## src/rtl/mpt_pkg.sv

```systemverilog
// Shared MPT walker types and constants used by the forwarding-buffer flush controller.
package mpt_pkg;

   localparam int FWD_TAG_WIDTH = 34;

   // Pattern the forwarding buffer writes into an entry to mark it invalid.
   localparam logic [FWD_TAG_WIDTH-1:0] FWD_INVALID_TAG = '1;

   typedef enum logic [2:0] {
      FWD_FLUSH_IDLE  = 3'd0,
      FWD_FLUSH_DRAIN = 3'd1,
      FWD_FLUSH_SWEEP = 3'd2,
      FWD_FLUSH_CLEAR = 3'd3,
      FWD_FLUSH_DONE  = 3'd4
   } fwd_flush_state_e;

endpackage

```

## src/rtl/fwd_buffer_flush_ctrl_inflight_counter.sv

```systemverilog
// Saturating up/down count of walks between the parsing input and the memory-stage update.
module inflight_counter #(
   parameter  int MAX = 4,
   localparam int W   = $clog2(MAX + 1)
) (
   input  logic         clk_i,
   input  logic         rst_ni,
   input  logic         inc_i,
   input  logic         dec_i,
   output logic [W-1:0] count_o,
   output logic         zero_o
);

   logic [W-1:0] count_q;

   always_ff @(posedge clk_i or negedge rst_ni) begin
      // NOTE: sequential state uses non-blocking assignments so every flop samples pre-edge values.
      if (!rst_ni) begin
         count_q <= '0;
      end else if (inc_i && !dec_i) begin
         if (count_q != W'(MAX)) count_q <= count_q + 1'b1;
      end else if (dec_i && !inc_i) begin
         if (count_q != '0) count_q <= count_q - 1'b1;
      end
   end

   // Overflow and underflow are upstream protocol errors; the count holds instead of wrapping.
   always_ff @(posedge clk_i) begin
      if (rst_ni) begin
         assert (!(inc_i && !dec_i && count_q == W'(MAX)));
         assert (!(dec_i && !inc_i && count_q == '0));
      end
   end

   assign count_o = count_q;
   assign zero_o  = (count_q == '0);

endmodule

```

## src/rtl/fwd_buffer_flush_ctrl.sv

```systemverilog
// Forwarding-buffer flush controller: stall and drain in-flight walks, then invalidate
// every entry or sweep the buffer for entries tagged with the fenced MPTE pointer.
module fwd_buffer_flush_ctrl
   import mpt_pkg::*;
#(
   parameter  int FORWARDING_BUFFER_DEPTH = 32,
   parameter  int MPTE_PTR_WIDTH          = 34,
   parameter  int MAX_INFLIGHT            = 4,
   localparam int IDX_W                   = $clog2(FORWARDING_BUFFER_DEPTH),
   localparam int CNT_W                   = $clog2(MAX_INFLIGHT + 1)
) (
   input  logic                      clk_i,
   input  logic                      rst_ni,
   input  logic                      flush_req_i,
   input  logic                      flush_all_i,
   input  logic [MPTE_PTR_WIDTH-1:0] flush_tag_i,
   output logic                      flush_ack_o,
   output logic                      flush_done_o,
   output logic                      stall_o,
   input  logic                      inflight_inc_i,
   input  logic                      inflight_dec_i,
   output logic [IDX_W-1:0]          scan_idx_o,
   input  logic [MPTE_PTR_WIDTH-1:0] scan_tag_i,
   output logic                      inv_valid_o,
   output logic [IDX_W-1:0]          inv_idx_o,
   output logic                      inv_all_o,
   output logic                      victim_rst_o
);

   fwd_flush_state_e          state_q, state_d;
   logic                      flush_all_q;
   logic [MPTE_PTR_WIDTH-1:0] flush_tag_q;
   logic [IDX_W-1:0]          scan_q;
   logic [CNT_W-1:0]          inflight_cnt;
   logic                      inflight_zero;
   logic                      drain_done;
   logic                      scan_last;

   inflight_counter #(.MAX(MAX_INFLIGHT)) u_inflight (
      .clk_i   (clk_i),
      .rst_ni  (rst_ni),
      .inc_i   (inflight_inc_i),
      .dec_i   (inflight_dec_i),
      .count_o (inflight_cnt),
      .zero_o  (inflight_zero)
   );

   // Leave DRAIN once the count is zero after this edge; a walk entering this cycle keeps us here.
   assign drain_done = !inflight_inc_i &&
                       (inflight_zero || (inflight_cnt == CNT_W'(1) && inflight_dec_i));
   assign scan_last  = (scan_q == IDX_W'(FORWARDING_BUFFER_DEPTH - 1));

   always_comb begin
      // NOTE: state_d gets a default first so no path leaves it unassigned (no latch).
      state_d = state_q;
      case (state_q)
         FWD_FLUSH_IDLE:  if (flush_req_i) state_d = FWD_FLUSH_DRAIN;
         FWD_FLUSH_DRAIN: if (drain_done)  state_d = flush_all_q ? FWD_FLUSH_CLEAR : FWD_FLUSH_SWEEP;
         FWD_FLUSH_SWEEP: if (scan_last)   state_d = FWD_FLUSH_DONE;
         FWD_FLUSH_CLEAR: state_d = FWD_FLUSH_DONE;
         FWD_FLUSH_DONE:  state_d = FWD_FLUSH_IDLE;
         default:         state_d = FWD_FLUSH_IDLE;
      endcase
   end

   always_ff @(posedge clk_i or negedge rst_ni) begin
      if (!rst_ni) begin
         state_q     <= FWD_FLUSH_IDLE;
         flush_all_q <= 1'b0;
         flush_tag_q <= '0;
         scan_q      <= '0;
      end else begin
         state_q <= state_d;
         if (flush_ack_o) begin
            flush_all_q <= flush_all_i;
            flush_tag_q <= flush_tag_i;
         end
         // Power-of-two depth: the last increment wraps the index back to 0 for the next sweep.
         if (state_q == FWD_FLUSH_SWEEP) scan_q <= scan_q + 1'b1;
      end
   end

   assign flush_ack_o  = (state_q == FWD_FLUSH_IDLE) && flush_req_i;
   assign stall_o      = (state_q != FWD_FLUSH_IDLE);
   assign flush_done_o = (state_q == FWD_FLUSH_DONE);
   assign scan_idx_o   = scan_q;
   assign inv_idx_o    = scan_q;
   assign inv_valid_o  = (state_q == FWD_FLUSH_SWEEP) && (scan_tag_i == flush_tag_q);
   assign inv_all_o    = (state_q == FWD_FLUSH_CLEAR);
   assign victim_rst_o = (state_q == FWD_FLUSH_CLEAR);

endmodule

```

## config.mk

```make
export PLATFORM = sky130hd
export DESIGN_NAME = fwd_buffer_flush_ctrl
export DESIGN_NICKNAME = d
export VERILOG_FILES = /design/src/rtl/mpt_pkg.sv /design/src/rtl/fwd_buffer_flush_ctrl_inflight_counter.sv /design/src/rtl/fwd_buffer_flush_ctrl.sv
export SDC_FILE = /design/constraint.sdc
export NUM_CORES = 1
export LEC_CHECK = 0
export ABC_AREA = 1
export BUFFER_PORTS_ARGS = -buffer_cell sky130_fd_sc_hd__buf_4
export CAP_MARGIN = 20
export CORE_MARGIN = 4
export CORE_UTILIZATION = 40
export DETAILED_ROUTE_END_ITERATION = 12
export GPL_TIMING_DRIVEN = 0
export PLACE_DENSITY = 0.66
export SLEW_MARGIN = 30
export SYNTH_ARGS = -nofsm -noshare
export SYNTH_HDL_FRONTEND = slang
export SYNTH_SLANG_ARGS = --single-unit
```

## constraint.sdc

```tcl
create_clock -name clk_i -period 2.96 [get_ports clk_i]
set_input_delay 0.296 -clock clk_i [delete_from_list [all_inputs] [get_ports clk_i]]
set_output_delay 0.296 -clock clk_i [all_outputs]
set_load 0.01 [all_outputs]
```

==> qor.yml, run 1 <==
status: "complete, no violations"
cts-buffers-inserted: 5
period_share: 0.694
synth_edf_count: 0
dieArea_mm2: 0.00782
clk_latency_ns: 0.28
clockBufferDepth: 2
setup_viol: 0
hold_class: "input pin to asynchronous set/reset pin"
tightest_slew_ns: 0.590
hpwlAfterDp_um: 4670
grt_max_degree: 47
ios: 90
synth_flop_cell: "dfrtp_1"
root_buffer: "clkbuf_8"
ys_warn_count: 0
drt_iter0_drc: 69
core_mm2: 0.00631
critPathKind: "flip-flop to output pin"
ir_worst_vdd_mv: 0.360
cts_setup_buffers: 0
cts_num_sinks: 46
maxCapViolCount: 0
synthCells: 353
first_pass_iters: 4
ant_nets: 0
syn_avg_cell_area_um2: 7.33
start_kind: "flip-flop"
initial_core_util: 0.410
track_usage: 0.157
cp.arrival_ns: 1.76
yosys-top-cells-area: "dfrtp_1 44%, nand2_1 21%, inv_1 7.2%"
drive_gt1_frac: 0.254
fp-row-count: 29
synth-async-reset-ratio: 1.00
fillCellCount: 659
grt-ovfl-total: 0
cp_data_required_time_ns: 2.66
rsz0062_at_grt: "no"
first_global_vias: 2350
fin_setup_tns_ns: 0
hold_buffers: 0
wl_um: 5920
yosys.area.top_type: "dfrtp_1"
die_w_um: 88.4
yosysSeqAreaShare: 0.445
synth_top_cells_by_count: "146 x nand2_1, 50 x inv_1, 46 x dfrtp_1, 33 x nor2_1, 17 x o21ai_0"
finish.utilization: 0.543
viasPerCell: 4.43
clk_pin_slew_ns: 0.08
yosys.cell_types.count: 23
hold_violations: 0
cts_tree: "yes"
path_max_fanout: 7
grt_first_pass_wirelength_um: 9720
power.density_mw_per_mm2: 803
p_leak_nw: 1.96
ys_seq_elements: 46
antenna_found_initial: 0
min_period_ns: 2.06
wl_per_cell_um: 11.3
synth_nets: 433
route.detailed.drc: 0
routabilityCongestion: 0.836
post_cts_resized: 0
slew_headroom: 0.607
syn-cell-area_mm2: 0.00259
diodes: 0
cts_htree_levels: 2
port_buffers: 89
yosys.area.top_type_share: 0.445
endpoint_kind: "output pin"
fmax_mhz: 487
final.setup_skew_ns: 0.00510
vias: 2329
dieHeight_um: 88.4
slew_violations: 0
final_nets: 529
yosysMostFrequentCell: "nand2_1"
area_growth_syn_to_layout_pct: 32.5
-- sequential cells by signal, summed over array words and instances, names as in the netlist --
name,flops
flush_all_q,1
state_q,3
u_inflight.count_o,3
inv_idx_o,5
flush_tag_q,34
-- critical path: stages (launching register included) --
cell	delay, ns
dfrtp_1	0.42
inv_1	0.16
nand3_2	0.17
nor2_1	0.15
nand2_1	0.07
nor2_1	0.13
nand3_1	0.12
nor2_1	0.13
buf_4	0.14
-- worst paths after layout --
check | depth (start not counted) | startpoint | slack [ns] | endpoint
worst min register to register | 2 | flush_tag_q[19]$_DFFE_PN0P_ | 0.50 | flush_tag_q[19]$_DFFE_PN0P_
worst max register to register | 7 | inv_idx_o[0]$_DFFE_PN0P_ | 1.45 | state_q[0]$_DFFE_PN0P_
min in group clk_i | 3 | flush_tag_i[18] | 0.21 | flush_tag_q[18]$_DFFE_PN0P_
worst max-delay path | 8 | state_q[0]$_DFFE_PN0P_ | 0.90 | inv_valid_o
worst min-delay path | 1 | rst_ni | 0.00008 | inv_idx_o[4]$_DFFE_PN0P_
max in group asynchronous | 1 | rst_ni | 2.55 | flush_tag_q[15]$_DFFE_PN0P_
-- cell families (layout without fill, tap and decap cells) --
logic type               after synthesis  count (layout)  synth area share
AND/OR/NAND/NOR                      194             194             0.300
AO/OA/AOI/OAI                         24              24            0.0474
multiplexers                           2               2           0.00870
adder cells (fa/ha/maj)                6               6            0.0290
XOR/XNOR                              18              18            0.0609
buffers and inverters                 63             159             0.109
flip-flops                            46              46             0.445
-- cell usage in the layout, fill, tap and decap left out, drive strengths merged --
cell type    n
buf        101
clkbuf       7
dfrtp       46
ha           6
inv         51
mux2         2
nand2      147
nand3        9
nor2        35
nor3         1
o211ai       1
o21ai       23
or2          2
xnor2       12
xor2         6
-- area by class of cell --
class | count | area, um2 | area share
Buffer | 12 | 91.3 | 0.0266
Clock buffer | 7 | 76.3 | 0.0223
Inverter | 51 | 191 | 0.0558
Multi-Input combinational cell | 244 | 1150 | 0.337
Sequential cell | 46 | 1150 | 0.336
Tap cell | 77 | 96.3 | 0.0281
Timing Repair Buffer | 89 | 668 | 0.195
-- power breakdown --
group / internal [mW] / total, mW / switching [mW] / leakage (nW)
registers: 0.925 / 1.13 / 0.201 / 0.571
logic: 0.587 / 1.27 / 0.685 / 1.35
clock network: 0.163 / 0.354 / 0.191 / 0.0383
total: 1.68 / 2.75 / 1.08 / 1.96
-- routing by layer --
metal  part of all wire  global-route usage
met1               0.44               0.196
met2               0.48               0.275
met3              0.073              0.0363
met4             0.0073              0.0398
met5                  0                   0
-- through the flow --
| step | worst slack [ns] | hold WS, ns | area [um2] | power (mW) | cells |
|---|---|---|---|---|---|
| floorplan | 1.51 | 0.000409 | 2590 | 2.01 | 353 |
| global placement | 1.21 | 0.347 | 3350 | 2.38 | 519 |
| detailed placement | 1.22 | 0.350 | 3350 | 2.44 | 519 |
| CTS | 0.889 | 0.0326 | 3430 | 2.81 | 526 |
| global route | 0.739 | 0.0441 | 3430 | 3.05 | 526 |
| finish | 0.905 | 0.0000843 | 3430 | 2.75 | 526 |
(Power assumes the default switching activity.)
==> run 2, diff against run 1 <==
Settings changed: PLACE_DENSITY 0.66 to 0.69.
Clock period 2.96 ns to 1.65 ns, I/O delays scaled along.
==> qor.yml, run 2 (synthesized netlist as in run 1, its figures left out) <==
cts_num_sinks: 46  # unchanged
grt_first_pass_wirelength_um: 9820  # +1.1%
maxCapViolCount: 0  # unchanged
crit_chain: "inv_2 > nand3_4 > nor2_4 > nand2_1 > nor2_2 > nand3_2 > nor2_2 > buf_6"
wl_met3_um: 573  # +32%
die_w_um: 88.4  # unchanged
top_layer: "met4"
wl_per_cell_um: 11.3  # +0.28%
setup_viol: 0  # unchanged
path_buf_inv: 2  # unchanged
power_frac_comb: 0.485  # +0.023
grt-ovfl-total: 0  # unchanged
clockPowerShare: 0.145  # +0.016
fin_cells: 541  # +2.9%
fin_area_mm2: 0.00363  # +5.9%
clk_latency_ns: 0.30  # +0.02 ns
endpoint_kind: "output pin"
rr_worst_depth: 7  # unchanged
p_seq_frac: 0.370  # -0.039
crit_path_frequent_cell: "nor2_2"
layout_commonest_cell: "nand2_1"
p_switching_mw: 2.10  # +95%
min-delay-start: "flush_tag_i[30]"
root_buffer: "clkbuf_8"
initial_core_util: 0.410  # unchanged
r2r-end: "flush_tag_q[14]$_DFFE_PN0P_"
ant_nets: 0  # unchanged
finish.utilization: 0.576  # +0.0323
cts-buffers-inserted: 5  # unchanged
internal-power_mw: 3.36  # +100%
place_area_mm2: 0.00335  # unchanged
drive_gt1_frac: 0.317  # +0.0629
cts_htree_levels: 2  # unchanged
power.density_mw_per_mm2: 1500  # +87%
final.setup_skew_ns: 0.00632  # +0.00123 ns
first_pass_iters: 4  # unchanged
port_buffers: 89  # unchanged
r2r-start: "state_q[2]$_DFFE_PN0P_"
ios: 90  # unchanged
worst-path-stages: 8  # unchanged
p_leak_nw: 2.05  # +4.6%
hold_path_end: "flush_tag_q[30]$_DFFE_PN0P_"
fin_setup_tns_ns: 0  # unchanged
tightest_slew_ns: 0.593  # +0.00395 ns
fp-row-count: 29  # unchanged
top_register: "flush_tag_q"
track_usage: 0.161  # +0.00372
ir_worst_vdd_mv: 0.763  # +110%
core_mm2: 0.00631  # unchanged
rrSetupSlack_ns: 0.12  # -1.33 ns
antenna_found_initial: 0  # unchanged
viasPerCell: 4.43  # about the same
route.detailed.drc: 0  # unchanged
dp.cells: 519  # unchanged
slew_violations: 0  # unchanged
critPathKind: "flip-flop to output pin"
cts_tree: "yes"
fmax_mhz: 606
status: "complete, no violations"
cp.arrival_ns: 1.48  # -0.28 ns
cp_data_required_time_ns: 1.48  # -1.18 ns
start_kind: "flip-flop"
critPathMaxStageDelay_ns: 0.41  # about the same
hold_violations: 0  # unchanged
wl_met2_um: 2830  # -0.63%
hold_depth: 3
final_cell_mix: "142 x nand2_1, 110 x buf_4, 46 x inv_1, 45 x dfrtp_1, 26 x nor2_1"
diodes: 0  # unchanged
final_nets: 543  # +2.6%
met1Wirelength_um: 2640  # +1.7%
clk_pin_slew_ns: 0.08  # about the same
routabilityCongestion: 0.768  # -8.1%
vias: 2397  # +2.9%
hold_class: "input pin to flip-flop"
path_max_fanout: 2  # -5
min_period_ns: 1.65
drt_iter0_drc: 138  # +100%
wl_um: 6110  # +3.1%
area_growth_syn_to_layout_pct: 40.4
rsz0062_at_grt: "yes"
slew_headroom: 0.604  # -0.00263
largest_reg_flops: 34  # unchanged
hpwlAfterDp_um: 4450  # -4.8%
cp_slowest_cell: "dfrtp_1"
clockBufferDepth: 2  # unchanged
power_mw: 5.46  # +98%
period_share: 1.00
first_global_vias: 2289  # -2.6%
dieHeight_um: 88.4  # unchanged
crit_family: "simple AND/OR/NAND/NOR gates"
swShare: 0.384  # -0.00749
dieArea_mm2: 0.00782  # unchanged
grt_max_degree: 47  # unchanged
[run 2: cell count changes in the layout (fill, tap and decap cells not counted), moves of 2 or more]
cell      before  now
clkbuf_1       2    0
inv_2          1    5
nor2_2         0    6
inv_1         50   46
nand2_2        1    4
nor2_1        33   26
clkbuf_8       5    8
buf_4         99  110
nand2_1      146  142
[run 2: worst reg2reg max path, stage by stage (launching register included)]
cell     delay, ns
dfrtp_1       0.40
buf_4         0.15
nor2_4        0.14
nand2_4       0.08
nor2_8        0.11
buf_4         0.18
buf_2         0.23
o21ai_0       0.12
[run 2: worst max-delay path by stage]
stage | from | to
finish | state_q[0]$_DFFE_PN0P_ | inv_valid_o
global route | state_q[0]$_DFFE_PN0P_ | inv_valid_o
CTS | state_q[2]$_DFFE_PN0P_ | inv_valid_o
detailed placement | state_q[0]$_DFFE_PN0P_ | inv_valid_o
global placement | state_q[0]$_DFFE_PN0P_ | inv_valid_o
floorplan | inv_idx_o[0]$_DFFE_PN0P_ | state_q[0]$_DFFE_PN0P_
[run 2: metrics by stage]
stage | setup WS (ns) | hold WS (ns)
2_1_floorplan | 0.229 | -0.131
3_5_place_dp | 0.0370 | 0.212
5_1_grt | -0.106 | 0.0436
4_1_cts | -0.0473 | 0.0527
6_report | 0.00000755 | 0.0592
3_3_place_gp | 0.0107 | 0.219
[run 2: layer usage]
layer	up-vias	global-route usage
met3	6	0.0503
li1	1267	-
met4	0	0.0412
met2	78	0.268
met5	-	0
met1	1046	0.204
[run 2: repair_timing]
action,4_1_cts,5_1_grt
endpoints found under the hold margin,46,0
setup buffers,5,8
gates resized for setup,6,17
endpoints found under the setup margin,2,2
hold buffers,1,0
pin swaps,7,15
[run 2: cell type report]
class / instances / area [um2]
clock buffer: 8 / 110
sequential: 46 / 1150
buffer: 12 / 98.8
timing repair buffer: 103 / 779
fill: 610 / 2680
tap: 77 / 96.3
multi-input combinational: 244 / 1200
inverter: 51 / 191
[run 2: power by group through the flow]
stage | sequential (mW) | combinational [mW] | clock [mW]
floorplan | 1.98 | 1.63 | 0
global placement | 2.01 | 2.26 | 0
detailed placement | 2.03 | 2.33 | 0
CTS | 2.01 | 2.47 | 0.824
global route | 2.09 | 3.05 | 0.862
finish | 2.02 | 2.65 | 0.794
